===== config.mk =====
export PLATFORM = sky130hd
export DESIGN_NAME = clk_sync_low_to_high_rx
export DESIGN_NICKNAME = d
export VERILOG_FILES = /design/src/rtl/clk_sync_low_to_high_rx_pkg.sv /design/src/rtl/clk_sync_low_to_high_rx_sync_fifo.sv /design/src/rtl/clk_sync_low_to_high_rx.sv
export SDC_FILE = /design/constraint.sdc
export NUM_CORES = 1
export LEC_CHECK = 0
export ABC_CLOCK_PERIOD_IN_PS = 2850
export BUFFER_PORTS_ARGS = -buffer_cell sky130_fd_sc_hd__clkbuf_2
export CORE_MARGIN = 2
export CORE_UTILIZATION = 55
export DETAILED_ROUTE_END_ITERATION = 7
export GPL_TIMING_DRIVEN = 0
export PLACE_DENSITY = 0.76
export SLEW_MARGIN = 5
export SYNTH_ARGS = -nofsm -noshare
export SYNTH_HDL_FRONTEND = slang
export SYNTH_SLANG_ARGS = --single-unit

===== constraint.sdc =====
create_clock -name clk -period 2.85 [get_ports clk]
set_input_delay 0.57 -clock clk [delete_from_list [all_inputs] [get_ports clk]]
set_output_delay 0.57 -clock clk [all_outputs]
set_load 0.01 [all_outputs]

===== src/rtl/clk_sync_low_to_high_rx_pkg.sv =====
// Shared types and defaults for the req/ack receiver that brings events
// from a slow asynchronous source into the fast clock domain.
package clk_sync_pkg;

    typedef enum logic [0:0] {
        IDLE = 1'b0,
        ACK  = 1'b1
    } sync_rx_state_t;

    localparam logic [0:0] ST_IDLE = IDLE;
    localparam logic [0:0] ST_ACK  = ACK;

    localparam int DEFAULT_SYNC_STAGES = 2;

endpackage


===== src/rtl/clk_sync_low_to_high_rx_sync_fifo.sv =====
// Small circular-buffer FIFO with occupancy counter; head entry is always
// visible on head_data. Push is refused when full and pop when empty.
module sync_fifo #(
    parameter int DATA_WIDTH = 8,
    parameter int DEPTH      = 4
) (
    input  logic                         clk,
    input  logic                         rst_n,
    input  logic                         push,
    input  logic [DATA_WIDTH-1:0]        push_data,
    input  logic                         pop,
    output logic                         full,
    output logic                         empty,
    output logic [$clog2(DEPTH+1)-1:0]   count,
    output logic [DATA_WIDTH-1:0]        head_data
);

    localparam int PW = $clog2(DEPTH);
    localparam int CW = $clog2(DEPTH+1);

    logic [DATA_WIDTH-1:0] mem_r [DEPTH];
    logic [PW-1:0]         wr_ptr_r;
    logic [PW-1:0]         rd_ptr_r;
    logic [CW-1:0]         count_r;
    logic                  push_s;
    logic                  pop_s;

    assign full      = (count_r == CW'(DEPTH));
    assign empty     = (count_r == {CW{1'b0}});
    assign push_s    = push & ~full;
    assign pop_s     = pop & ~empty;
    assign count     = count_r;
    assign head_data = mem_r[rd_ptr_r];

    // Storage, pointers and occupancy; pointers wrap naturally at DEPTH.
    always_ff @(posedge clk) begin
        if (!rst_n) begin
            for (int i = 0; i < DEPTH; i++) begin
                mem_r[i] <= {DATA_WIDTH{1'b0}};
            end
            wr_ptr_r <= {PW{1'b0}};
            rd_ptr_r <= {PW{1'b0}};
            count_r  <= {CW{1'b0}};
        end else begin
            if (push_s) begin
                mem_r[wr_ptr_r] <= push_data;
                wr_ptr_r        <= wr_ptr_r + PW'(1'b1);
            end
            if (pop_s) begin
                rd_ptr_r <= rd_ptr_r + PW'(1'b1);
            end
            case ({push_s, pop_s})
                2'b10:   count_r <= count_r + CW'(1'b1);
                2'b01:   count_r <= count_r - CW'(1'b1);
                default: count_r <= count_r;
            endcase
        end
    end

endmodule


===== src/rtl/clk_sync_low_to_high_rx.sv =====
// Receiving end of a 4-phase req/ack crossing: synchronizes the request,
// queues the payload, and withholds ack while the queue is full.
module clk_sync_low_to_high_rx
    import clk_sync_pkg::*;
#(
    parameter int DATA_WIDTH  = 8,
    parameter int DEPTH       = 4,
    parameter int SYNC_STAGES = DEFAULT_SYNC_STAGES
) (
    input  logic                         clk,
    input  logic                         rst_n,
    input  logic                         req_async,
    input  logic [DATA_WIDTH-1:0]        data_async,
    output logic                         ack,
    output logic                         out_valid,
    output logic [DATA_WIDTH-1:0]        out_data,
    input  logic                         out_ready,
    output logic [$clog2(DEPTH+1)-1:0]   count
);

    logic [SYNC_STAGES-1:0] sync_r;
    logic                   req_s;
    logic [0:0]             state_r;
    logic [0:0]             state_next;
    logic                   push_s;
    logic                   full_s;
    logic                   empty_s;
    logic                   ack_r;

    // Request synchronizer; data_async is sampled unsynchronized because the
    // protocol keeps it stable for the whole time req_s can read 1.
    always_ff @(posedge clk) begin
        if (!rst_n) begin
            sync_r <= {SYNC_STAGES{1'b0}};
        end else begin
            sync_r <= {sync_r[SYNC_STAGES-2:0], req_async};
        end
    end

    assign req_s = sync_r[SYNC_STAGES-1];

    // Next-state and push decode; one push per request pulse.
    always_comb begin
        state_next = state_r;
        push_s     = 1'b0;
        case (state_r)
            ST_IDLE: begin
                if (req_s && !full_s) begin
                    push_s     = 1'b1;
                    state_next = ST_ACK;
                end else begin
                    state_next = ST_IDLE;
                end
            end
            ST_ACK: begin
                if (!req_s) begin
                    state_next = ST_IDLE;
                end else begin
                    state_next = ST_ACK;
                end
            end
            default: begin
                state_next = ST_IDLE;
            end
        endcase
    end

    // State register and registered acknowledge.
    always_ff @(posedge clk) begin
        if (!rst_n) begin
            state_r <= ST_IDLE;
            ack_r   <= 1'b0;
        end else begin
            state_r <= state_next;
            ack_r   <= (state_next == ST_ACK);
        end
    end

    assign ack       = ack_r;
    assign out_valid = ~empty_s;

    sync_fifo #(
        .DATA_WIDTH (DATA_WIDTH),
        .DEPTH      (DEPTH)
    ) u_fifo (
        .clk       (clk),
        .rst_n     (rst_n),
        .push      (push_s),
        .push_data (data_async),
        .pop       (out_ready & ~empty_s),
        .full      (full_s),
        .empty     (empty_s),
        .count     (count),
        .head_data (out_data)
    );

endmodule


Word level (Yosys, flattened, before mapping)

Memories as Yosys holds them, arrays and structs flattened. A register that Yosys moved wholly into a read port is not among the register bits.
Cells that the tools add are included.

Bits of input ports: 12
Memories kept: 1
Memory bits (writable): 32
Word-level logic and storage cells: 38
Flip-flop bits (word level): 10

Memory list:

| name         | depth | width | rd ports | clocked after Yosys merged registers in | wr ports | line                                    | text |
|---|---|---|---|---|---|---|---|
| u_fifo.mem_r | 4     | 8     | 1        | 1                                       | 4        | clk_sync_low_to_high_rx_sync_fifo.sv:21 | `logic [DATA_WIDTH-1:0] mem_r [DEPTH];` |

Bitwise gates (word level): 6
Reduce and logical (&&, ||, !) cells: 5
Mux-type cells: 14
Add/sub/neg operators: 4
Eq/ne operators: 3

Operators by type and width:

| cell                                                                | number |
|---|---|
| 1-bit 2-to-1 mux                                                    | 8 |
| 8-bit 2-to-1 mux                                                    | 1 |
| 8-bit OR reduction                                                  | 1 |
| 2-bit 2-to-1 mux                                                    | 3 |
| 3-bit one-hot mux with 2 select lines                               | 1 |
| 2-bit by 1-bit adder with 2-bit output (second input constant)      | 2 |
| 3-bit by 1-bit adder with 3-bit output (second input constant)      | 1 |
| 1-bit AND                                                           | 3 |
| 3-bit == test (second input constant)                               | 1 |
| 3-bit zero test                                                     | 1 |
| 1-bit inverter                                                      | 3 |
| 3-bit by 1-bit subtractor with 3-bit output (second input constant) | 1 |
| 2-bit by 1-bit == test with 1-bit output (second input constant)    | 1 |
| 2-bit == test (second input constant)                               | 1 |
| 1-bit one-hot mux with 2 select lines                               | 1 |
| 2-bit nonzero test                                                  | 1 |
| 1-bit logical AND                                                   | 1 |
| 1-bit zero test                                                     | 1 |

Longest topological paths before layout

Gate-level depths: netlist (run 1).

Word-level depth: 11
Gate-level depth with buffers: 9

Modules after synthesis

A second synthesis (run 1) with hierarchy kept.

Cells, all modules: 141
Area total of the unflattened synthesis: 1980.6 µm²

Modules (own cells, without submodules):

| module                  | cells each | area an instance (µm²) | seq. area each (µm²) | instances |
|---|---|---|---|---|
| sync_fifo               | 130        | 1869.3                 | 1141.1               | 1 |
| clk_sync_low_to_high_rx | 11         | 111.4                  | 60.1                 | 1 |

Worst setup path after synthesis (run 1)

Ideal clock, no wire load.

Path type: reg2reg
Start point: register u_fifo.count_r[2], in the netlist u_fifo.count[2]
End point: register u_fifo.count_r[2], in the netlist u_fifo.count[2]
Arrival: 2.189 ns
Stages on the path, launching flop included: 10
Path buffers: 1
Setup time: 0.076 ns
Period minus slack after synthesis: 2.264 ns
Path slack: 0.586 ns
Data required time: 2.774 ns
Cell sequence: dfxtp_1 > nor3b_2 > or3b_1 > buf_2 > ha_1 > inv_1 > fa_1 > xor2_1 > or3_1 > a21boi_0

Cells in the longest elaborated chain, start to end: 8
Elaborated cells between the ends (all ways): 17

RTL lines:

| what                                                                               | line                                    | text |
|---|---|---|
| start: declaration                                                                 | clk_sync_low_to_high_rx_sync_fifo.sv:24 | `logic [CW-1:0] count_r;` |
| start signal: assignment                                                           | clk_sync_low_to_high_rx_sync_fifo.sv:43 | `count_r <= {CW{1'b0}};` |
| start signal: assignment                                                           | clk_sync_low_to_high_rx_sync_fifo.sv:53 | `2'b10: count_r <= count_r + CW'(1'b1);` |
| start signal: assignment                                                           | clk_sync_low_to_high_rx_sync_fifo.sv:54 | `2'b01: count_r <= count_r - CW'(1'b1);` |
| 3-bit == test                                                                      | clk_sync_low_to_high_rx_sync_fifo.sv:28 | `assign full = (count_r == CW'(DEPTH));` |
| 1-bit zero test                                                                    | clk_sync_low_to_high_rx.sv:48           | `if (req_s && !full_s) begin` |
| 1-bit logical AND                                                                  | clk_sync_low_to_high_rx.sv:48           |  |
| 1-bit 2-to-1 mux                                                                   | clk_sync_low_to_high_rx.sv:48           |  |
| 1-bit 2-to-1 mux                                                                   | clk_sync_low_to_high_rx.sv:46           | `case (state_r)` |
| 1-bit AND                                                                          | clk_sync_low_to_high_rx_sync_fifo.sv:30 | `assign push_s = push & ~full;` |
| 2-bit by 1-bit == test with 1-bit output / 2-bit == test (equally long branches)   | clk_sync_low_to_high_rx_sync_fifo.sv:52 | `case ({push_s, pop_s})` |
| 3-bit one-hot mux with 2 select lines / 2-bit nonzero test (equally long branches) | --                                      |  |

Parallel ways exist; a longest one is shown, timed or not.
A chain may end at the register's enable or synchronous reset.

Worst setup path in the final report (run 1)

Same ends and word-level chain as after synthesis.

==> results.txt, run 1 <==
* Result of the run: finished, final reports clean
* Max Buffers Root-to-Sink: 2
* Cell type with the largest total area after synthesis: sky130_fd_sc_hd__edfxtp_1
* LEAKAGE: about 0.00091 uW
- Average wire per standard cell: roughly 18 um
- Number of buffers inserted during clock tree synthesis: 5
- Transition at the pin with the smallest max-transition slack: around 0.85 ns
* Post-placement worst setup slack: around 0.21 ns
* TritonCTS clock tree: built
* DPL Wire Length: roughly 2600 um
- The Yosys step of the flow raised 0 warnings.
- Hold is met by around 0.41 ns.
* Worst skew pair latency: 0.36 ns
* Max transition margin: 42.8%
- In this design, the stage delay of the slowest critical-path cell is between 0.4 and 0.5 ns.
- The count of nets left with antenna violations once routing finished came out at 0.
* Pin count of the biggest net entering global routing: 14
- Number of unique standard cell types used by synthesis: 29
- Unrepaired setup endpoints after global routing: no
* Final-report max-slew violation count: 0
* Number of diodes: 0
- Total of flip-flops plus latches after synthesis: between 40 and 50
- Number of cells traversed by the worst register-to-register path: 9
* Cell Area, Placed: roughly 2100 um^2
- Overall overflow remaining after global route: 0
- Number of global-route vias before repair: 1215
- In the routed design, unresolved DRC markers number 0.
- Across all setup checks in the final design, the least slack found is between 0.2 and 0.25 ns.
- After layout, the worst path uses between 90% and 100% of the clock period.
- The number of nets handed over by synthesis was 151.
- Peak supply drop: ~0.00031 V
* Reg2reg end: u_fifo.count[2]
* Number of hold violations in the final report: 0
* Nets: roughly 180
* Number of gates given a new drive strength after cts: 0
* Critical Path End Type: flop
- Clock Root Buffer: sky130_fd_sc_hd__clkbuf_4
- FF-to-FF Start: u_fifo.count[2]
* Number of buffer and inverter stages on the critical path: 2
- Number of clock sinks: 44
* Most frequent cells in the layout: sky130_fd_sc_hd__edfxtp_1 (32), sky130_fd_sc_hd__and3_1 (24), sky130_fd_sc_hd__clkbuf_2 (24)
* Cell with the largest stage delay on the worst path: sky130_fd_sc_hd__nor3b_2
- Across the routed clock network, the largest skew measured is roughly 0.0087 ns.
- Reg clk slew, reported paths: 0.12 ns
* Final setup violation count: 0
- Across all layers, the routed design uses 1239 vias.
- Maximum achievable frequency: 378 MHz
- Across every metal layer, demand over resource in global routing totals 21.1%.
* Cell Pwr Density: 619 nW/um^2
- The cell count after synthesis came out at between 100 and 150.
- In the final layout, the share of cells above drive strength 1 is ~28%.
- Critical Path RT: 3.13 ns
* Mapped Avg Cell Area: around 14 um^2
- The number of antenna violations at the first check in global routing came to 0.
- Routability-driven placement finished with a final weighted congestion of approximately 0.8.
* Syn-to-layout area delta: 13.3%
* Area of the core: 3340 um^2
- The finished cells cover roughly 2200 um^2.
- Final Routed Wirelength: between 3000 and 4000 um
- Port buffer count: 24
- The most critical setup path has its startpoint at u_fifo.count[2].
* Path type of the worst setup path: flop to flop
- Ordered list of cells on the worst path: nor3b_2 > or3b_1 > buf_2 > ha_1 > inv_1 > fa_1 > xor2_1 > or3_1 > a21boi_0
- Wire length of the first global-routing pass: roughly 6100 um
* Minimum period implied by the final worst setup slack: roughly 2.6 ns
* Most common cell after layout, fill and taps aside: sky130_fd_sc_hd__edfxtp_1
- Register-to-Register Setup Slack: approximately 0.21 ns
- Arrival time at the worst endpoint: about 2.9 ns
- Seq/Total Area, Yosys: a little over three fifths
- Class of the tightest hold or removal check: input pin to flop
* IO Count: 25
- Number of buffers inserted for hold repair after clock tree synthesis: 0
- Setup Fix Bufs, Post-CTS: 0
- In the routed layout, each cell is associated on average with a via count of 5.74.
- STA classifies the critical path startpoint as a flop.
- Setup TNS after final layout: 0 ns
- Most area-consuming cells after synthesis: sky130_fd_sc_hd__edfxtp_1 (50%), sky130_fd_sc_hd__dfxtp_1 (13%), sky130_fd_sc_hd__mux4_2 (9.4%)
- Gate family responsible for the most delay along the worst path: simple AND/OR/NAND/NOR gates
- CP max FO: 7
* Cell area after technology mapping: approximately 1900 um^2
- The floorplan has 21 rows.
- Iter 0 DRT Violations: between 60 and 70
- The floorplan step defined a die boundary enclosing 3980 um^2.
* # H-tree levels: 2
- Fillcell total: 262
- Crit. path cell count: 9
* Max Cap Violations: 0
- The die is 63.1 um tall.
- Capturing instance or port of the critical path: u_fifo.count[2]
- In this run the biggest area consumer among cell types represents between 50% and 60% of the synthesized area.
- Initial core utilization: between 50% and 60%
* Pre-antenna DRT Iters: 4
- Die X: approximately 63 um
-- flip-flops by register name, indices dropped and copies added (netlist names), named ones only --
signal,flops
u_fifo.mem_r,32
u_fifo.count,3
sync_r,2
u_fifo.rd_ptr_r,2
u_fifo.wr_ptr_r,2
ack,1
-- worst min path at each step --
stage / start / end / slack [ns] / cells after the start
global placement: sync_r[0] / sync_r[1] / 0.43 / 1
CTS: req_async / sync_r[0] / 0.42 / 2
detailed placement: sync_r[0] / sync_r[1] / 0.43 / 1
global route: req_async / sync_r[0] / 0.42 / 2
finish: req_async / sync_r[0] / 0.41 / 2
floorplan: sync_r[0] / sync_r[1] / 0.41 / 1
-- area by class of cell --
cell class	instances	area (um^2)	share of cell area [%]
plain buffers	7	28.8	1.32
clock buffers	7	45.0	2.07
clock inverters	1	5.00	0.230
inverters	6	22.5	1.04
multi-input cells	80	686	31.5
flip-flops and latches	44	1200	55.3
well taps	46	57.6	2.65
repair buffers	25	128	5.87
-- Yosys cell counts --
cell type,number
sky130_fd_sc_hd__a21boi_0,1
sky130_fd_sc_hd__a21oi_1,1
sky130_fd_sc_hd__and2_1,13
sky130_fd_sc_hd__and3_1,24
sky130_fd_sc_hd__buf_1,1
sky130_fd_sc_hd__buf_2,2
sky130_fd_sc_hd__clkbuf_1,4
sky130_fd_sc_hd__dfxtp_1,12
sky130_fd_sc_hd__edfxtp_1,32
sky130_fd_sc_hd__fa_1,1
sky130_fd_sc_hd__ha_1,1
sky130_fd_sc_hd__inv_1,6
sky130_fd_sc_hd__mux2i_1,1
sky130_fd_sc_hd__mux4_2,8
sky130_fd_sc_hd__nand2_1,5
sky130_fd_sc_hd__nand3b_1,1
sky130_fd_sc_hd__nor2_1,4
sky130_fd_sc_hd__nor2b_1,2
sky130_fd_sc_hd__nor3_2,1
sky130_fd_sc_hd__nor3b_2,1
sky130_fd_sc_hd__o21ai_0,2
sky130_fd_sc_hd__o2bb2ai_1,1
sky130_fd_sc_hd__o311ai_0,1
sky130_fd_sc_hd__o31a_1,1
sky130_fd_sc_hd__o31ai_1,4
sky130_fd_sc_hd__or3_1,2
sky130_fd_sc_hd__or3b_1,1
sky130_fd_sc_hd__xnor2_1,3
sky130_fd_sc_hd__xor2_1,1
-- power breakdown --
part | internal [uW] | switching (uW) | total (uW)
sequential | 731 | 35.4 | 766
clock | 96.3 | 190 | 286
combinational | 143 | 150 | 293
-- kinds of logic (layout without fill, tap and decap cells) --
group,after synthesis,after routing,synth area share [%]
AO/OA/AOI/OAI,11,11,4.11
XOR/XNOR,4,4,1.83
adder cells (fa/ha/maj),2,2,1.70
buffers and inverters,13,46,2.67
flip-flops,44,44,62.6
multiplexers,9,9,9.92
AND/OR/NAND/NOR,54,54,17.2
-- per-layer routing --
layer  vias up  track usage [%]  part of all wire [%]  routed length [um]
met5         -                0                     0                   0
met4         0             9.44                   2.1                  80
met3         9             4.82                   4.8                 182
met2        45             35.1                    53                1990
met1       610             26.3                    40                1530
li1        575                -                     -                   -
-- metrics by stage --
stage          utilization, %  total power [uW]  instances
5_1_grt                  65.1              1410        216
4_1_cts                  64.3              1350        215
3_3_place_gp             62.8              1060        207
6_report                 65.1              1340        216
2_1_floorplan               -               976        137
3_5_place_dp             62.8              1070        207
No activity file was read; power rests on OpenSTA's default activity.
==> inputs of run 2 (changes only) <==
--- a/config.mk
+++ b/config.mk
@@ -8,11 +8,12 @@
 export ABC_CLOCK_PERIOD_IN_PS = 2850
 export BUFFER_PORTS_ARGS = -buffer_cell sky130_fd_sc_hd__clkbuf_2
 export CORE_MARGIN = 2
-export CORE_UTILIZATION = 55
+export CORE_UTILIZATION = 45
 export DETAILED_ROUTE_END_ITERATION = 7
 export GPL_TIMING_DRIVEN = 0
-export PLACE_DENSITY = 0.76
+export MAX_ROUTING_LAYER = met4
 export SLEW_MARGIN = 5
 export SYNTH_ARGS = -nofsm -noshare
 export SYNTH_HDL_FRONTEND = slang
+export SYNTH_HIERARCHICAL = 1
 export SYNTH_SLANG_ARGS = --single-unit
==> run 2 against run 1 <==
Power fell by 13%; sequential share of layout area fell by 2.3 points; register-to-register slack got worse by 0.08 ns; clock power rose by 28%; die area rose by 24%; global-route usage fell by 3.5 points; worst setup slack got worse by 0.077 ns; clock skew fell by 0.0015 ns; non-clock buffer count fell by 2; sequential power fell by 6.1%.
==> results.txt, run 2 <==
* Number of buffers inserted during clock tree synthesis: 5 (unchanged)
- Cell area after technology mapping: 1980 um^2 (was 1920 um^2)
* Most area-consuming cells after synthesis: sky130_fd_sc_hd__edfxtp_1 (49%), sky130_fd_sc_hd__dfxtp_1 (12%), sky130_fd_sc_hd__mux4_2 (9.1%) (was sky130_fd_sc_hd__edfxtp_1 (50%), sky130_fd_sc_hd__dfxtp_1 (13%), sky130_fd_sc_hd__mux4_2 (9.4%))
- Count of flip-flops with a built-in enable after synthesis: 32 (unchanged)
* Total die area: 4950 um^2 (was 3980 um^2)
- The count of hold-fix buffers inserted at cts is 0 (unchanged).
- Minimum period implied by the final worst setup slack: 2.72 ns (was 2.64 ns)
* Number of instances in the synthesized netlist: 141 (was 137)
- The number of distinct library cells after synthesis was 36 (was 29).
- Std-Cell Rows: 24 (was 21)
* Maximum achievable frequency: 368 MHz (was 378 MHz)
* Number of warnings printed during yosys synthesis: 6 (was 0)
* Post-detailed-route via-to-cell ratio: 5.38 (was 5.74)
- Remaining design rule violation count: 0 (unchanged)
* Pin count of the biggest net entering global routing: 14 (unchanged)
* Remaining antenna violation count after routing: 0 (unchanged)
* DPL Wire Length: 2560 um (about the same)
- Hold Path Depth: 1 (was 2)
- Port buffer count: 24 (unchanged)
- The most frequent cell after synthesis is sky130_fd_sc_hd__edfxtp_1 (unchanged).
* Number of hold violations in the final report: 0 (unchanged)
* Max transition margin: 41.2% (was 42.8%)
- The path depth of the worst reg2reg path was 12 (was 9).
* Transition at the pin with the smallest max-transition slack: 0.876 ns (was 0.853 ns)
- Cell Pwr Density: 515 nW/um^2 (was 619 nW/um^2)
- Cell with the largest stage delay on the worst path: sky130_fd_sc_hd__or3b_4 (was sky130_fd_sc_hd__nor3b_2)
* Arrival time at the worst endpoint: 2.94 ns (was 2.93 ns)
- Unrepaired setup endpoints after global routing: no (unchanged)
- The total of endpoints with negative setup slack in the final report was 0 (unchanged).
* Max Cap Violations: 0 (unchanged)
- Min-Delay Endpoint: sync_r[1] (was sync_r[0])
- # H-tree levels: 2 (unchanged)
- Worst skew pair latency: 0.29 ns (was 0.36 ns)
- The first-iteration detailed-routing DRC count was 84 (was 64).
- Peak supply drop: 0.000280 V (was 0.000309 V)
- The data required time of the worst path is 3.07 ns (was 3.13 ns).
- The largest register by flop count is u_fifo/mem_r (was u_fifo.mem_r).
* Total of flip-flops plus latches after synthesis: 44 (unchanged)
- The largest incremental delay on the critical path is 0.45 ns (was 0.49 ns).
- The source of the worst hold timing path is sync_r[0] (was req_async).
* Clock skew after layout: 0.00721 ns (was 0.00869 ns)
- Pre-antenna DRT Iters: 4 (unchanged)
- Ordered list of cells on the worst path: or3b_4 > inv_6 > nor3b_2 > and2_4 > buf_6 > inv_1 > ha_1 > inv_1 > fa_1 > xor2_1 > or3_1 > a21boi_0 (was nor3b_2 > or3b_1 > buf_2 > ha_1 > inv_1 > fa_1 > xor2_1 > or3_1 > a21boi_0)
- The nature of the critical path startpoint was a flop (unchanged).
- The total track usage was 17.6% (was 21.1%).
- The sequential element share of the synthesized area is 60.6% (was 62.6%).
- Number of diodes: 0 (unchanged)
- The via count of the routed design is 1215 (was 1239).
* Reg clk slew, reported paths: 0.08 ns (was 0.12 ns)
- Final Util: 52.9% (was 65.1%)
* Met3 routing resource usage after global routing: 4.18% (was 4.82%)
* TritonCTS clock tree: built (unchanged)
* Critical Path End Type: flop (unchanged)
- The net total in the final layout was 187 (was 183).
- The via count of the first global-routing pass came to 1299 (was 1215).
- The fraction of registers with async set or reset after synthesis came to 0% (unchanged).
* Most common cell after layout, fill and taps aside: sky130_fd_sc_hd__edfxtp_1 (unchanged)
- The number of flip-flops in the largest register came to 32 (unchanged).
- The fraction of post-synthesis cell area in the top cell type by area is 48.5% (was 50.1%).
- The static leakage came to 0.000876 uW (was 0.000905 uW).
- Routing usage on met1: 21.6% (was 26.3%)
* Max Buffers Root-to-Sink: 2 (unchanged)
* Dominant synthesized flop cell: sky130_fd_sc_hd__edfxtp_1 (unchanged)
* Average wire per standard cell: 16.7 um (was 17.5 um)
* Syn Nets: 155 (was 151)
- The busiest layer in global routing is met2 (unchanged).
- Result of the run: finished, final reports clean (unchanged)
- CP max FO: 10 (was 7)
- Non-Filler Cell Area, Final: 2270 um^2 (was 2170 um^2)
* Final-report max-slew violation count: 0 (unchanged)
* Part of the cycle the worst path needs: 95.5% (was 92.8%)
* IO Count: 25 (unchanged)
- Mapped Avg Cell Area: 14.0 um^2 (about the same)
- DIE HEIGHT: 70.3 um (was 63.1 um)
- Area of the core: 4290 um^2 (was 3340 um^2)
- The met2 layer usage reported by global route came to 27.4% (was 35.1%).
- The placer's final routability congestion estimate is 0.752 (was 0.820).
* Most frequent cells after synthesis: sky130_fd_sc_hd__edfxtp_1 (32), sky130_fd_sc_hd__and2_1 (28), sky130_fd_sc_hd__dfxtp_1 (12) (was sky130_fd_sc_hd__edfxtp_1 (32), sky130_fd_sc_hd__and3_1 (24), sky130_fd_sc_hd__and2_1 (13))
* Path type of the worst setup path: flop to flop (unchanged)
* Overall overflow remaining after global route: 0 (unchanged)
- Most frequent cells in the layout: sky130_fd_sc_hd__edfxtp_1 (32), sky130_fd_sc_hd__and2_1 (28), sky130_fd_sc_hd__clkbuf_2 (24) (was sky130_fd_sc_hd__edfxtp_1 (32), sky130_fd_sc_hd__and3_1 (24), sky130_fd_sc_hd__clkbuf_2 (24)).
* Post-placement worst setup slack: 0.0314 ns (was 0.211 ns)
* Initial core utilization: 46.1% (was 57.5%)
- Number of clock sinks: 44 (unchanged)
* Register-to-Register Setup Slack: 0.13 ns (was 0.21 ns)
- Cell Area, Placed: 2180 um^2 (was 2100 um^2)
- The setup slack after layout was 0.129 ns (was 0.207 ns).
* Die X: 70.3 um (was 63.1 um)
- The number of antenna violations at the first check in global routing came to 0 (unchanged).
- The total power after layout came to 1170 uW (was 1340 uW).
- Reg2reg end: u_fifo/count[2] (was u_fifo.count[2])
* Clock Root Buffer: sky130_fd_sc_hd__clkbuf_8 (was sky130_fd_sc_hd__clkbuf_4)
- The fraction of final layout cells sized beyond drive strength 1 came to 29.3% (was 27.6%).
- Cell type with the largest total area after synthesis: sky130_fd_sc_hd__edfxtp_1 (unchanged)
- The reg-to-reg critical path startpoint is u_fifo/count[1] (was u_fifo.count[2]).
- Syn-to-layout area delta: 14.7% (was 13.3%)
* Most frequent cell on the critical path: sky130_fd_sc_hd__inv_1
- The overall routed net length came to 3780 um (was 3790 um).
- Class of the tightest hold or removal check: flop to flop (was input pin to flop)
- Wire length of the first global-routing pass: 6290 um (was 6050 um)
[run 2: cell count changes after synthesis, moves of 2 or more]
cell | previous run | this run
sky130_fd_sc_hd__and3_1 | 24 | 8
sky130_fd_sc_hd__and2_1 | 13 | 28
sky130_fd_sc_hd__clkbuf_1 | 4 | 1
sky130_fd_sc_hd__nor2_1 | 4 | 1
sky130_fd_sc_hd__o21ai_0 | 2 | 5
sky130_fd_sc_hd__nand2_1 | 5 | 7
sky130_fd_sc_hd__nand2b_1 | 0 | 2
sky130_fd_sc_hd__o21ai_1 | 0 | 2
sky130_fd_sc_hd__o31ai_1 | 4 | 2
sky130_fd_sc_hd__xnor2_1 | 3 | 1
[run 2: through the flow]
| step | hold WS (ns) | setup TNS (ns) | instances |
|---|---|---|---|
| 2_1_floorplan | 0.412 | 0 | 141 |
| 3_3_place_gp | 0.421 | -1.26 | 217 |
| 3_5_place_dp | 0.439 | 0 | 217 |
| 4_1_cts | 0.458 | 0 | 225 |
| 5_1_grt | 0.462 | 0 | 226 |
| 6_report | 0.447 | 0 | 226 |
[run 2: worst max-delay path by stage]
| stage | startpoint | endpoint | slack (ns) | cells after the start |
|---|---|---|---|---|
| 4_1_cts | u_fifo/count[2] | u_fifo/count[2] | 0.002 | 12 |
| 2_1_floorplan | u_fifo/count[2] | u_fifo/count[2] | 0.23 | 12 |
| 3_3_place_gp | u_fifo/count[2] | u_fifo/mem_r[0][7] | -0.16 | 7 |
| 3_5_place_dp | u_fifo/count[2] | u_fifo/count[2] | 0.03 | 12 |
| 6_report | u_fifo/count[1] | u_fifo/count[2] | 0.13 | 12 |
| 5_1_grt | u_fifo/count[1] | u_fifo/count[2] | 0.001 | 12 |
[run 2: final cells by class]
class / count / area, um^2
fill: 371 / 2020
inverter: 7 / 31.3
clock buffer: 7 / 76.3
tap: 52 / 65.1
timing repair buffer: 25 / 128
clock inverter: 1 / 5.00
sequential: 44 / 1200
buffer: 5 / 27.5
multi-input combinational: 85 / 736
[run 2: worst max-delay path: cells and delay by family (launching register included)]
family / cells / cell delay [ns]
buf+inv: 4 / 0.41
simple gates: 4 / 0.99
compound gates: 1 / 0.17
flops: 1 / 0.35
xor+xnor: 1 / 0.16
fa+ha+maj: 2 / 0.56
[run 2: where the power goes]
group          total, uW  leakage [uW]  switching (uW)  internal [uW]
Sequential           719      0.000429            9.72            709
Clock                366     0.0000422             195            172
Combinational       84.0      0.000405            47.5           36.4
Total               1170      0.000876             252            918
[run 2: kinds of logic (layout without fill, tap and decap cells)]
logic type      after synthesis  count (layout)  synth area share, %
xor+xnor                      2               2                0.885
simple gates                 60              60                 20.9
buf+inv                      12              45                 2.72
compound gates               13              13                 4.11
flops                        44              44                 60.6
mux                           8               8                 9.10
fa+ha+maj                     2               2                 1.64
[run 2: what timing repair did]
action / in CTS / in global routing
setup endpoints to repair: 0 / 1
resized for setup: 0 / 3
hold endpoints to repair: 0 / 0
setup buffers: 0 / 1
[run 2: metal layers]
layer  part of all wire (%)  vias up
li1                       -      584
met1                     46      588
met2                     48       32
met3                    3.9       11
met4                    2.2        0
met5                      0        -
==> inputs of run 3 (changes only) <==
--- a/config.mk
+++ b/config.mk
@@ -5,6 +5,7 @@
 export SDC_FILE = /design/constraint.sdc
 export NUM_CORES = 1
 export LEC_CHECK = 0
+export ABC_AREA = 1
 export ABC_CLOCK_PERIOD_IN_PS = 2850
 export BUFFER_PORTS_ARGS = -buffer_cell sky130_fd_sc_hd__clkbuf_2
 export CORE_MARGIN = 2
==> run 3 against run 2 <==
Register-to-register slack improved by 0.63 ns; die area increased by 2.0%; clock power is essentially flat; final cell count rose by 31%; non-clock buffer count is 3 lower; synthesized cell count grew 50%; global-route usage is 0.63 points higher; largest power group unchanged.
==> results.txt, run 3 <==
* Result of the run: finished, final reports clean (unchanged)
- The total track usage was 18.2% (was 17.6%).
* Remaining antenna violation count after routing: 0 (unchanged)
- The via-per-instance ratio came to 4.89 (was 5.38).
- Max Buffers Root-to-Sink: 2 (unchanged)
- The I/O pin count was 25 (unchanged).
- The number of flip-flops in the largest register is 32 (unchanged).
- The length of the first detailed-routing pass in iterations came to 4 (unchanged).
- The number of warning messages in the yosys log came to 6 (unchanged).
- Total die area: 5050 um^2 (was 4950 um^2)
- The clock insertion delay at the later pin of the skew report was 0.30 ns (was 0.29 ns).
- The gate count after technology mapping is 211 (was 141).
* Std-Cell Rows: 24 (unchanged)
- Max Cap Violations: 0 (unchanged)
* Antenna violations before repair: 0 (unchanged)
- The primary flip-flop cell chosen by synthesis mapping was sky130_fd_sc_hd__edfxtp_1 (unchanged).
- The antenna cell count was 0 (unchanged).
- The fraction of the core area covered by cells at the end of the flow is 52.6% (was 52.9%).
* Remaining design rule violation count: 0 (unchanged)
- The via count of the first global-routing pass came to 1353 (was 1299).
* Number of hold violations in the final report: 0 (unchanged)
* Peak supply drop: 0.000228 V (was 0.000280 V)
* Most frequent cells after synthesis: sky130_fd_sc_hd__nor2_1 (40), sky130_fd_sc_hd__inv_1 (36), sky130_fd_sc_hd__edfxtp_1 (32) (was sky130_fd_sc_hd__edfxtp_1 (32), sky130_fd_sc_hd__and2_1 (28), sky130_fd_sc_hd__dfxtp_1 (12))
- Max transition margin: 42.7% (was 41.2%)
- Most common cell in the synthesized netlist: sky130_fd_sc_hd__nor2_1 (was sky130_fd_sc_hd__edfxtp_1)
* Most frequent cells in the layout: sky130_fd_sc_hd__nor2_1 (40), sky130_fd_sc_hd__inv_1 (36), sky130_fd_sc_hd__edfxtp_1 (32) (was sky130_fd_sc_hd__edfxtp_1 (32), sky130_fd_sc_hd__and2_1 (28), sky130_fd_sc_hd__clkbuf_2 (24))
- Sum of internal, switching and leakage power: 1200 uW (was 1170 uW)
- The path depth of the worst reg2reg path was 15 (was 12).
- The half-perimeter wire length after detailed placement was 2640 um (was 2560 um).
- Number of clock sinks: 44 (unchanged)
- Final Routed Wirelength: 3890 um (was 3780 um)
- Most area-consuming cells after synthesis: sky130_fd_sc_hd__edfxtp_1 (48%), sky130_fd_sc_hd__dfxtp_1 (12%), sky130_fd_sc_hd__nor2_1 (7.4%) (was sky130_fd_sc_hd__edfxtp_1 (49%), sky130_fd_sc_hd__dfxtp_1 (12%), sky130_fd_sc_hd__mux4_2 (9.1%))
- The first-iteration detailed-routing DRC count came to 96 (was 84).
* Final-report max-slew violation count: 0 (unchanged)
* Transition at the pin with the smallest max-transition slack: 0.854 ns (was 0.876 ns)
- The fraction of final layout cells sized beyond drive strength 1 came to 24.7% (was 29.3%).
* Initial core utilization: 46.4% (was 46.1%)
* Critical Path RT: 2.28 ns (was 3.07 ns)
- The highest clock frequency the design can meet was 479 MHz (was 368 MHz).
- The largest net degree at the start of global routing is 14 (unchanged).
* Setup Fix Bufs, Post-CTS: 0 (unchanged)
* Average wire per standard cell: 13.2 um (was 16.7 um)
- Wire length of the first global-routing pass: 6550 um (was 6290 um)
* Minimum period implied by the final worst setup slack: 2.09 ns (was 2.72 ns)
- Class of the tightest hold or removal check: flop to flop (unchanged)
* DIE HEIGHT: 71.0 um (was 70.3 um)
- Most common cell after layout, fill and taps aside: sky130_fd_sc_hd__nor2_1 (was sky130_fd_sc_hd__edfxtp_1)
* Cell type with the largest total area after synthesis: sky130_fd_sc_hd__edfxtp_1 (unchanged)
- The final total negative setup slack was 0 ns (unchanged).
- LEAKAGE: 0.00104 uW (was 0.000876 uW)
* Total of flip-flops plus latches after synthesis: 44 (unchanged)
- The fraction of registers with async set or reset after synthesis came to 0% (unchanged).
* Path type of the worst setup path: flop to primary output (was flop to flop)
* TritonCTS clock tree: built (unchanged)
- Clock Root Buffer: sky130_fd_sc_hd__clkbuf_8 (unchanged)
* Nets: 256 (was 187)
- Fillcell total: 409 (was 371)
- Mapped Avg Cell Area: 9.58 um^2 (was 14.0 um^2)
- The top fanout value on the critical path was 10 (unchanged).
- The area of the core region came to 4350 um^2 (was 4290 um^2).
- The via count of the routed design is 1442 (was 1215).
- Final setup violation count: 0 (unchanged)
* Critical Path End Type: primary output (was flop)
- The total congestion overflow came to 0 (unchanged).
- Number of buffers inserted for hold repair after clock tree synthesis: 0 (unchanged)
- Crit start category: flop (unchanged)
- The ratio of final minimum period to clock period was 73.2% (was 95.5%).
- The largest register by flop count is u_fifo/mem_r (unchanged).
- The number of cells on the worst hold path came to 2 (was 1).
- The placer's final routability congestion estimate came to 0.707 (was 0.752).
- The number of synthesized flops with an enable pin was 32 (unchanged).
- Synth top area share: 47.5% (was 48.5%)
- The synthesized net count came to 225 (was 155).
* Cell Pwr Density: 522 nW/um^2 (was 515 nW/um^2)
- Number of gates given a new drive strength after cts: 0 (unchanged)
- Reg clk slew, reported paths: 0.08 ns (about the same)
* Unrepaired setup endpoints after global routing: no (unchanged)
- The area growth from synthesis to final layout was 13.2% (was 14.7%).
- Clock skew after layout: 0.0105 ns (was 0.00721 ns)
* Port buffer count: 24 (unchanged)
* Die X: 71.0 um (was 70.3 um)
- The critical path data arrival time is 1.52 ns (was 2.94 ns).
- The post-synthesis cell area is 2020 um^2 (was 1980 um^2).
* # H-tree levels: 2 (unchanged)
- The number of distinct library cells after synthesis came to 22 (was 36).
- Number of buffers inserted during clock tree synthesis: 5 (unchanged)
- Seq/Total Area, Yosys: 59.4% (was 60.6%)
-- run 3: cell types whose count changed after synthesis, moves of 5 or more --
cell / previous run / this run
sky130_fd_sc_hd__nor2_1: 1 / 40
sky130_fd_sc_hd__o22ai_1: 0 / 8
sky130_fd_sc_hd__nand2_2: 0 / 10
sky130_fd_sc_hd__o21ai_0: 5 / 18
sky130_fd_sc_hd__and2_1: 28 / 0
sky130_fd_sc_hd__nor2_2: 0 / 10
sky130_fd_sc_hd__mux4_2: 8 / 0
sky130_fd_sc_hd__and3_1: 8 / 0
sky130_fd_sc_hd__nand2_1: 7 / 24
sky130_fd_sc_hd__nand3_1: 0 / 5
sky130_fd_sc_hd__inv_1: 6 / 36
-- run 3: worst max-delay path: stages (launching register included) --
cell	delay [ns]
sky130_fd_sc_hd__dfxtp_1	0.54
sky130_fd_sc_hd__buf_6	0.20
sky130_fd_sc_hd__o21ai_0	0.09
sky130_fd_sc_hd__o22ai_1	0.22
sky130_fd_sc_hd__clkbuf_2	0.17
-- run 3: logic make-up (layout without fill, tap and decap cells) --
group | count (synthesis) | in the layout | synth area share, %
AND/OR/NAND/NOR | 92 | 92 | 21.7
flip-flops | 44 | 44 | 59.4
adder cells (fa/ha/maj) | 2 | 2 | 1.61
AO/OA/AOI/OAI | 32 | 32 | 8.60
buffers and inverters | 41 | 73 | 8.66
-- run 3: cell type report --
type	instances	area (um^2)	share of cell area, %
clock inverters	3	13.8	0.601
multi-input cells	126	646	28.2
inverters	38	148	6.45
flip-flops and latches	44	1200	52.5
repair buffers	24	120	5.25
clock buffers	5	68.8	3.01
well taps	52	65.1	2.84
plain buffers	3	27.5	1.20
-- run 3: where the power goes --
part	switching (uW)	total [uW]	internal, uW
Combinational	72.2	108	36.2
Sequential	10.0	718	708
Clock	203	369	166
-- run 3: final timing paths --
check                   from               to  slack [ns]
max reg2reg  u_fifo/count[2]  u_fifo/count[2]        0.76
min reg2reg        sync_r[0]        sync_r[1]        0.42
max                     flop      out_data[2]        0.76
min                sync_r[0]        sync_r[1]        0.42
-- run 3: metrics by stage --
| stage | hold WS (ns) | cell area (um^2) | worst slack (ns) | cells |
|---|---|---|---|---|
| after floorplan | 0.390 | 2020 | 0.870 | 211 |
| after global placement | 0.393 | 2210 | 0.370 | 287 |
| after detailed placement | 0.401 | 2210 | 0.365 | 287 |
| after CTS | 0.420 | 2290 | 0.352 | 295 |
| after global routing | 0.442 | 2290 | 0.487 | 295 |
| final | 0.418 | 2290 | 0.764 | 295 |
-- run 3: routing by layer --
metal / up-vias / global-route usage [%] / routed length (um)
met5: - / - / 0
met4: 0 / 6.29 / 60
met3: 5 / 4.42 / 166
met2: 37 / 30.2 / 1930
met1: 658 / 21.7 / 1730
li1: 742 / - / -
